**src/rtl/hack_math_defs.sv**
```systemverilog
// Shared arithmetic definitions for the 16-bit math blocks: word limits,
// divider state encodings and the iteration bound.
package hack_math_defs;

  localparam int unsigned WORD_WIDTH = 16;
  localparam logic [15:0] WORD_MIN   = 16'h8000;
  localparam logic [15:0] WORD_MAX   = 16'h7FFF;

  // Counter value at which the 16th iteration has completed.
  localparam logic [4:0]  ITER_LAST  = 5'd16;

  typedef enum logic [1:0] {
    ST_IDLE = 2'd0,
    ST_CALC = 2'd1,
    ST_FIX  = 2'd2,
    ST_DONE = 2'd3
  } div_state_t;

endpackage

```
**src/rtl/add16.sv**
```systemverilog
// 16-bit ripple adder with carry in/out; subtraction is a + ~b + 1 at the caller.
module add16 (
  input  logic [15:0] a,
  input  logic [15:0] b,
  input  logic        cin,
  output logic [15:0] sum,
  output logic        cout
);

  assign {cout, sum} = {1'b0, a} + {1'b0, b} + {16'd0, cin};

endmodule

```
**src/rtl/inc16.sv**
```systemverilog
// 16-bit incrementer, used as the +1 step of two's-complement negation.
module inc16 (
  input  logic [15:0] a,
  output logic [15:0] sum
);

  assign sum = a + 16'd1;

endmodule

```
**src/rtl/div16_seq.sv**
```systemverilog
// Sequential signed 16-bit divider: restoring shift-subtract on magnitudes,
// followed by a sign-fix cycle. Fixed 18-cycle busy window for every operand pair.
//
// Handshake: start is sampled only in IDLE; once accepted, busy stays high
// until the edge entering DONE, and done pulses for exactly one cycle there.
module div16_seq
  import hack_math_defs::*;
#(
  parameter int WIDTH = WORD_WIDTH
) (
  input  logic             clk,
  input  logic             reset,
  input  logic             start,
  input  logic [WIDTH-1:0] dividend,
  input  logic [WIDTH-1:0] divisor,
  output logic             busy,
  output logic             done,
  output logic [WIDTH-1:0] quotient,
  output logic [WIDTH-1:0] remainder,
  output logic             div_by_zero,
  output logic             overflow,
  output div_state_t       dbg_state
);

  div_state_t       state, state_next;
  logic [4:0]       iter;
  logic [WIDTH-1:0] quo_mag, rem_mag, dvs_mag;
  logic             neg_quo, neg_rem, zero_div, min_neg1;

  logic [WIDTH-1:0] dd_neg, dv_neg, quo_neg, rem_neg;
  logic [WIDTH-1:0] dd_mag, dv_mag;
  logic [WIDTH:0]   trial;
  logic [WIDTH-1:0] diff;
  logic             no_borrow, fits, accept;

  inc16 u_neg_dd  (.a(~dividend), .sum(dd_neg));
  inc16 u_neg_dv  (.a(~divisor),  .sum(dv_neg));
  inc16 u_neg_quo (.a(~quo_mag),  .sum(quo_neg));
  inc16 u_neg_rem (.a(~rem_mag),  .sum(rem_neg));

  // An unsigned 16-bit magnitude holds 32768 exactly, so MIN needs no special case.
  assign dd_mag = dividend[WIDTH-1] ? dd_neg : dividend;
  assign dv_mag = divisor[WIDTH-1]  ? dv_neg : divisor;

  // 17-bit partial remainder: previous remainder shifted left, next dividend bit in.
  assign trial = {rem_mag, quo_mag[WIDTH-1]};

  add16 u_trial (
    .a    (trial[WIDTH-1:0]),
    .b    (~dvs_mag),
    .cin  (1'b1),
    .sum  (diff),
    .cout (no_borrow)
  );

  assign fits   = trial[WIDTH] | no_borrow;
  assign accept = (state == ST_IDLE) && start;

  always_ff @(posedge clk) begin
    if (reset) state <= ST_IDLE;
    else       state <= state_next;
  end

  always_comb begin
    state_next = state;
    busy       = 1'b0;
    done       = 1'b0;
    case (state)
      ST_IDLE: if (start) state_next = ST_CALC;
      ST_CALC: begin
        busy = 1'b1;
        if (iter == ITER_LAST) state_next = ST_FIX;
      end
      ST_FIX: begin
        busy       = 1'b1;
        state_next = ST_DONE;
      end
      ST_DONE: begin
        done       = 1'b1;
        state_next = ST_IDLE;
      end
      default: state_next = ST_IDLE;
    endcase
  end

  assign dbg_state = state;

  always_ff @(posedge clk) begin
    if (reset) begin
      iter        <= 5'd0;
      quo_mag     <= '0;
      rem_mag     <= '0;
      dvs_mag     <= '0;
      neg_quo     <= 1'b0;
      neg_rem     <= 1'b0;
      zero_div    <= 1'b0;
      min_neg1    <= 1'b0;
      quotient    <= '0;
      remainder   <= '0;
      div_by_zero <= 1'b0;
      overflow    <= 1'b0;
    end else begin
      case (state)
        ST_IDLE: begin
          if (accept) begin
            iter     <= 5'd0;
            quo_mag  <= dd_mag;
            rem_mag  <= '0;
            dvs_mag  <= dv_mag;
            neg_quo  <= dividend[WIDTH-1] ^ divisor[WIDTH-1];
            neg_rem  <= dividend[WIDTH-1];
            zero_div <= (divisor == '0);
            min_neg1 <= (dividend == WORD_MIN) && (divisor == '1);
          end
        end
        ST_CALC: begin
          if (iter != ITER_LAST) begin
            rem_mag <= fits ? diff : trial[WIDTH-1:0];
            quo_mag <= {quo_mag[WIDTH-2:0], fits};
            iter    <= iter + 5'd1;
          end
        end
        ST_FIX: begin
          // With a zero divisor the loop leaves |dividend| in rem_mag, so the
          // normal sign fix restores the dividend; only the quotient is forced.
          quotient    <= zero_div ? '1 : (neg_quo ? quo_neg : quo_mag);
          remainder   <= neg_rem ? rem_neg : rem_mag;
          div_by_zero <= zero_div;
          overflow    <= min_neg1;
        end
        default: ;
      endcase
    end
  end

endmodule

```
**config.mk**
```make
export PLATFORM = sky130hd
export DESIGN_NAME = div16_seq
export DESIGN_NICKNAME = d
export VERILOG_FILES = /design/src/rtl/hack_math_defs.sv /design/src/rtl/add16.sv /design/src/rtl/inc16.sv /design/src/rtl/div16_seq.sv
export SDC_FILE = /design/constraint.sdc
export NUM_CORES = 1
export LEC_CHECK = 0
export CAP_MARGIN = 20
export CORE_ASPECT_RATIO = 0.7
export CORE_MARGIN = 1
export CORE_UTILIZATION = 55
export DETAILED_ROUTE_END_ITERATION = 7
export DONT_BUFFER_PORTS = 1
export GPL_ROUTABILITY_DRIVEN = 1
export GPL_TIMING_DRIVEN = 0
export PLACE_DENSITY = 0.69
export SKIP_LAST_GASP = 1
export SLEW_MARGIN = 10
export SYNTH_ARGS = -nofsm -noshare
export SYNTH_HDL_FRONTEND = slang
export SYNTH_SLANG_ARGS = --single-unit
```
**constraint.sdc**
```tcl
create_clock -name clk -period 2.75 [get_ports clk]
set_input_delay 0.275 -clock clk [delete_from_list [all_inputs] [get_ports clk]]
set_output_delay 0.275 -clock clk [all_outputs]
set_load 0.005 [all_outputs]
```
* After elaboration in Yosys (flattened, before gate mapping) *
Index checks and enable logic that the tools add are counted.

operators by class
  $add $sub $neg = 7
  eq/ne operators = 11
  muxes and demuxes = 20
  bitwise operators = 7
  reduce and logical (&&, ||, !) cells = 9

operators with widths
  kind                                           count
  two-way mux 16 bit                             10
  inverter 16 bit                                5
  adder 16 x 1 -> 16 bit, second input constant  4
  case mux 16 bit (2 select lines)               2
  == test 16 bit, second input constant          2
  adder 16 x 16 -> 17 bit                        1
  adder 17 x 1 -> 17 bit, second input constant  1
  logical NOT 16 bit                             1
  two-way mux 5 bit                              2
  case mux 5 bit (2 select lines)                1
  != test 2 bit, second input constant           4
  case mux 2 bit (4 select lines)                1
  adder 5 x 1 -> 5 bit, second input constant    1
  == test 5 bit, second input constant           1
  != test 5 bit, second input constant           1
  == test 2 bit, second input constant           2
  two-way mux 2 bit                              2
  AND reduction 2 bit                            2
  AND reduction 3 bit                            1
  == test 2 x 1 -> 1 bit, second input constant  1
  logical AND 1 bit                              2
  logical NOT 2 bit                              1
  two-way mux 1 bit                              2
  nonzero test 2 bit                             1
  other kinds (3)                                3

word-level totals
  flip-flop bits (word level) = 93
  output and inout port bits = 38

* Logic depth before layout (Yosys ltp) *
Gate-level depths: netlist (run 1).

  depth in word-level cells = 7
  mapped depth = 10
  gate-level depth less buffers = 9

* Hierarchy *
A second synthesis (run 1) with hierarchy kept.

unflattened totals
  cell total of the unflattened synthesis = 881
  area total of the unflattened synthesis = 6667.6 um2

modules (own cells, without submodules)
  module     instances  cells each  area an instance (um2)  seq. area each (um2)
  div16_seq  1          615         4733.3                  1861.8
  inc16      4          43          297.8                   0.0
  add16      1          94          743.2                   0.0

* Least setup slack after synthesis (run 1) *
No wires, ideal clock.

  path type = reg-to-reg
  from = register quo_mag[15]
  to = register rem_mag[14]
  setup time = 0.122 ns
  data arrival time = 2.356 ns
  required time = 2.628 ns
  path slack = 0.272 ns
  stages on the path, launching flop included = 10
  clock period less this slack = 2.478 ns
  path through = dfxtp_1 > inv_1 > ha_1 > fa_1 > nor2b_1 > o2111ai_1 > a31o_2 > nor2b_1 > o311a_1 > a221o_1

between the ends
  cells in the longest elaborated chain, start to end = 6

RTL lines
  what                                line              source
  start: declaration                  div16_seq.sv:27   logic [WIDTH-1:0] quo_mag, rem_mag, dvs_mag;
  start signal: assignment            div16_seq.sv:107  quo_mag <= dd_mag;
  start signal: assignment            div16_seq.sv:119  quo_mag <= {quo_mag[WIDTH-2:0], fits};
  adder 16 x 16 -> 17 bit *           add16.sv:10       assign {cout, sum} = {1'b0, a} + {1'b0, b} + {16'd0, cin};
  adder 17 x 1 -> 17 bit *            add16.sv:10
  OR 1 bit                            div16_seq.sv:56   assign fits = trial[WIDTH] | no_borrow;
  two-way mux 16 bit *                div16_seq.sv:118  rem_mag <= fits ? diff : trial[WIDTH-1:0];
  two-way mux 16 bit *                div16_seq.sv:117  if (iter != ITER_LAST) begin
  case mux 16 bit (2 select lines) *  div16_seq.sv:103  case (state)
  end signal: assignment              div16_seq.sv:118
  end: declaration                    div16_seq.sv:27

Mark *: on every way between the ends. The rest lies on a longest branch, timed or not. The select of a mux whose other input is x is not followed.
A chain may end at the register's enable or synchronous reset.

* Worst setup path in the final report (run 1) *
Ends and elaborated chain as after synthesis.

==> impl_metrics.toml, run 1 <==
[run_status]
outcome = "complete, but fails checks"
violations = "design-rule violations"

[detailed_routing]
drt_iter0_drc = 491
first_pass_iters = 8
vias = 5548
drtAntennaViolNets = 0
drc = 14
routedWlPerCell_microns = 18.93
via_per_inst = 6.319
wl_mm = 16.62

[place]
gp_congestion = 0.8864
port_buffers = 0
hpwlAfterDp_mm = 13.08
dp_cells = 861
place_ws_ps = -129.6

[synthesis]
seq_area_frac_synth_pct = 31.80
ys_types = 63
synth_nets = 792
avgSynthCellArea_sq_um = 8.031
synth_edf_count = 0
ys_top_cells_by_area = "dfxtp_1, ha_1, nor2_1, xor2_1, a211oi_1"
ys_ff_latch = 93
yosys_most_used_dff = "dfxtp_1"
ys_warn_count = 0
synthCells = 729
synth_top_area_share_pct = 31.80
async_flop_share_pct = 0
synth_area_sq_um = 5854
yosysTopAreaCell = "dfxtp_1"

[sta]
hold_viol_final = 0
relSlewSlack_pct = 47.92
fin_crit_sh_pct = 97.81
setup_viol = 0
rsz0062_at_grt = "yes"
drv_slew = 0
final.setup.worst_slack_ps = 60.10
fmax_ghz = 0.3718
finalCriticalPeriod_ps = 2690
fin_skew_ps = 5.705
worst_pin_slew_ps = 778.3

[run]
maxCapViolations = 0

[global_route]
grt_pass1_vias = 4992
grt_overflow = 0
grt_util_all_layers_pct = 29.84
antenna_found_initial = 0
grt_max_degree = 19
grt_pass1_wl_mm = 25.65

[floorplanning]
die_w_microns = 125.3
fp.dieH_microns = 88.32
dieArea_sq_um = 11070
core_region_area_sq_um = 10360
rows = 31
io_pins = 73
start_util_pct = 56.53

[clocking]
numClockSinks = 93
clock_latency_ps = 350
cts_root_buf = "clkbuf_16"
ctsHoldBuffers = 0
h-tree-depth = 3
numCtsBuffers = 9
clock_path_buffers = 2
cts_tree = "built"
clk_transition_reported_paths_ps = 70

[finish]
layout_commonest_cell = "dfxtp_1"
antennaDiodeCount = 0
layout.area.seq_sq_um = 1866
final_cell_mix = "dfxtp_1, nor2_1, nand2_1"
num-fill-cells = 937
instances_no_fill = 878
multi_input_area_sq_um = 3762
drive_above_1_share_pct = 6.702
area_growth_pct = 9.019
layout.nets = 804

[critical_path]
crit_fanout = 5
path_class = "register to register"
crit_arrival_ps = 2920
end_kind = "register"
startpoint_type = "register"
critPathRequiredTime_ps = 2980

[power_and_ir_drop]
vdd_drop_max_uv = 451.6
cellLeakagePower_nw = 2.429
power.density_nw_per_um2 = 1020

[worst_hold_path]
min_path_type = "primary input to register"
==> power breakdown <==
group	switching, mW	internal [mW]	total [mW]
Sequential	0.385	1.71	2.09
Clock	0.577	0.635	1.21
Combinational	1.97	1.23	3.21
==> through the flow <==
stage | instance area [sq um] | utilization [%] | setup TNS [ps] | hold slack [ps] | total power [mW]
2_1_floorplan | 5854 | - | 0 | 411.0 | 4.328
3_3_place_gp | 6020 | 58.12 | -795.8 | 417.5 | 5.018
3_5_place_dp | 6020 | 58.12 | -1062 | 430.1 | 5.132
4_1_cts | 6347 | 61.29 | 0 | 60.99 | 6.402
5_1_grt | 6382 | 61.63 | -13.98 | 82.51 | 6.941
6_report | 6382 | 61.63 | 0 | 69.54 | 6.511
==> cell families (layout without fill, tap and decap cells) <==
logic type | Yosys count | after routing | synth area share (%)
compound gates | 205 | 205 | 24.79
flops | 93 | 93 | 31.80
fa+ha+maj | 28 | 28 | 6.112
xor+xnor | 62 | 62 | 9.275
mux | 13 | 13 | 2.244
simple gates | 253 | 253 | 20.97
buf+inv | 75 | 92 | 4.809
==> registers in the layout, indices dropped and copies added, names as in the netlist <==
name,flops
overflow,1
min_neg1,1
rem_mag,16
dvs_mag,16
neg_quo,1
neg_rem,1
quo_mag,16
zero_div,1
quotient,16
iter,5
div_by_zero,1
remainder,16
dbg_state,2
==> path summary, 6_finish.rpt <==
| path | from | depth (start not counted) | to | slack, ps |
|---|---|---|---|---|
| worst min-delay path | divisor[0] | 2 | dvs_mag[0] | 70 |
| worst min register to register | dvs_mag[13] | 2 | dvs_mag[13] | 460 |
| worst max-delay path | quo_mag[15] | 9 | rem_mag[14] | 60 |
| worst max register to register | quo_mag[15] | 9 | rem_mag[14] | 60 |
==> cells in the mapped netlist, drive strengths merged, types with 8 or more instances <==
cell,number
dfxtp,93
nor2,88
nand2,67
a211oi,39
clkbuf,38
xor2,37
inv,35
o21ai,34
a21oi,27
ha,27
xnor2,25
o31ai,22
nor3,13
a221o,12
mux2i,12
nand4,9
nor4,9
o22ai,9
or4,9
and3,8
nand2b,8
nand3,8
nor2b,8
o211ai,8
or3,8
==> final cells by class <==
cell class	instances	share of cell area, %
buffer	39	2.352
sequential	93	29.23
inverter	35	2.058
multi-input combinational	561	58.95
clock buffer	9	3.529
clock inverter	7	1.059
timing repair buffer	2	0.2352
tap	132	2.588
==> metal layers <==
| layer | GRT usage, % | up-vias | share of wire [%] |
|---|---|---|---|
| li1 | - | 2683 | - |
| met1 | 42.92 | 2592 | 48 |
| met2 | 42.81 | 258 | 40 |
| met3 | 9.432 | 15 | 11 |
| met4 | 7.650 | 0 | 1.0 |
| met5 | 0 | - | 0 |
==> critical path, stage by stage (launching register included) <==
cell and delay [ps]:
dfxtp_2 350, inv_1 90, ha_1 260, fa_2 360, nor2b_2 190, o2111ai_4 180
a31o_4 280, nor2b_1 160, o311a_1 370, a221o_1 340
==> what timing repair did <==
item                       4_1_cts  5_1_grt
setup endpoints to repair       12       26
setup buffers                    2        0
resized for setup                5       16
pin swaps                        2        0
hold endpoints to repair         0        0
(Power assumes the default switching activity.)
==> run 2, diff against run 1 <==
--- a/config.mk
+++ b/config.mk
@@ -14,7 +14,6 @@
 export GPL_ROUTABILITY_DRIVEN = 1
 export GPL_TIMING_DRIVEN = 0
 export PLACE_DENSITY = 0.69
-export SKIP_LAST_GASP = 1
 export SLEW_MARGIN = 10
 export SYNTH_ARGS = -nofsm -noshare
 export SYNTH_HDL_FRONTEND = slang
==> run 2 against run 1 <==
  * The flow still finishes with violations (design-rule violations)
  * Final area barely moved
  * Utilization barely moved
  * Power barely moved
  * Die area did not move
  * Critical endpoint unchanged
==> impl_metrics.toml, run 2 (synthesized netlist as in run 1, its figures left out) <==
[sta]
drv_slew = 0
whs_ps = 67.96
final.setup.tns_ps = 0
worst_pin_slew_ps = 763.6
rsz0062_at_grt = "no"
setup_viol = 0
relSlewSlack_pct = 48.90
finalCriticalPeriod_ps = 2683
fmax_ghz = 0.3727
fin_skew_ps = 5.425
hold_viol_final = 0
fin_crit_sh_pct = 97.58

[place]
dp_cells = 861
hpwlAfterDp_mm = 13.08
gp_congestion = 0.8864
port_buffers = 0

[global_route]
grt_pass1_vias = 4992
grt_max_degree = 19
grt_pass1_wl_mm = 25.65
grt_overflow = 0
grt_util_all_layers_pct = 29.84
antenna_found_initial = 0

[critical_path]
startpoint_type = "register"
end_kind = "register"
crit_arrival_ps = 2920
critPathRequiredTime_ps = 2980
crit_fanout = 5
path_class = "register to register"

[finish]
final_cell_mix = "dfxtp_1, nor2_1, nand2_1"
drive_above_1_share_pct = 6.836
instances_no_fill = 878
antennaDiodeCount = 0
area_growth_pct = 9.083
layout_commonest_cell = "dfxtp_1"
fin_util_pct = 61.66
layout.nets = 804

[detailed_routing]
wl_mm = 16.53
routedWlPerCell_microns = 18.83
drtAntennaViolNets = 0
via_per_inst = 6.318
vias = 5547
drc = 7
drt_iter0_drc = 499
first_pass_iters = 8

[floorplanning]
core_region_area_sq_um = 10360
dieArea_sq_um = 11070
io_pins = 73
die_w_microns = 125.3
fp.dieH_microns = 88.32
start_util_pct = 56.53
rows = 31

[clocking]
h-tree-depth = 3
clk_transition_reported_paths_ps = 70
ctsHoldBuffers = 0
clock_path_buffers = 2
cts_tree = "built"
clock_latency_ps = 350
cts_root_buf = "clkbuf_16"
numCtsBuffers = 9
numClockSinks = 93

[run_status]
violations = "design-rule violations"
outcome = "complete, but fails checks"

[run]
maxCapViolations = 0

[power_and_ir_drop]
vdd_drop_max_uv = 453.8
fin_total_pwr_mw = 6.509
power.density_nw_per_um2 = 1019
cellLeakagePower_nw = 2.432

[worst_hold_path]
min_path_type = "primary input to register"
==> run 2: layout make-up <==
cell class                      count  area, sq um
Fill cell                         938         3970
Multi-Input combinational cell    561         3766
Sequential cell                    93         1866
Clock buffer                        9        225.2
Tap cell                          132        165.2
Buffer                             39        150.1
Inverter                           35        131.4
Clock inverter                      7        67.56
Timing Repair Buffer                2        15.01
==> run 2: path summary, 6_finish.rpt <==
check / slack [ps] / endpoint / from / cells after the start
setup reg to reg: 70 / rem_mag[14] / quo_mag[15] / 9
hold / removal: 70 / dvs_mag[0] / divisor[0] / 2
hold reg to reg: 470 / dvs_mag[13] / dvs_mag[13] / 2
setup / recovery: 70 / rem_mag[14] / quo_mag[15] / 9
==> run 2: critical path, cell delays in order, from the launching register on <==
cell and delay [ps]:
dfxtp_2 350, inv_1 90, ha_1 260, fa_2 360, nor2b_2 190, o2111ai_4 180, a31o_4 270, nor2b_1 160
o311a_1 380, a221o_1 340
==> run 2: routing by layer <==
metal | vias to the layer above | wire length (microns) | part of all wire (%) | GRT usage (%)
li1 | 2682 | - | - | -
met1 | 2612 | 8133 | 49 | 42.92
met2 | 239 | 6577 | 40 | 42.81
met3 | 14 | 1669 | 10 | 9.432
met4 | 0 | 148 | 0.90 | 7.650
met5 | - | 0 | 0 | 0
==> run 2: timing repair <==
action,4_1_cts,5_1_grt
endpoints found under the setup margin,12,26
pin swaps,2,0
gates resized for setup,5,17
buffers inserted,2,0
==> run 2: report_power, final <==
group	internal, mW	leakage (nW)	switching [mW]
registers	1.71	0.760	0.385
logic	1.24	1.53	1.96
clock network	0.635	0.145	0.579
==> run 2: per-stage QoR <==
stage               cell area (sq um)  setup slack [ps]
floorplan                        5854             271.8
global placement                 6020            -112.7
detailed placement               6020            -129.6
CTS                              6347             2.296
global route                     6386             3.284
finish                           6386             66.59
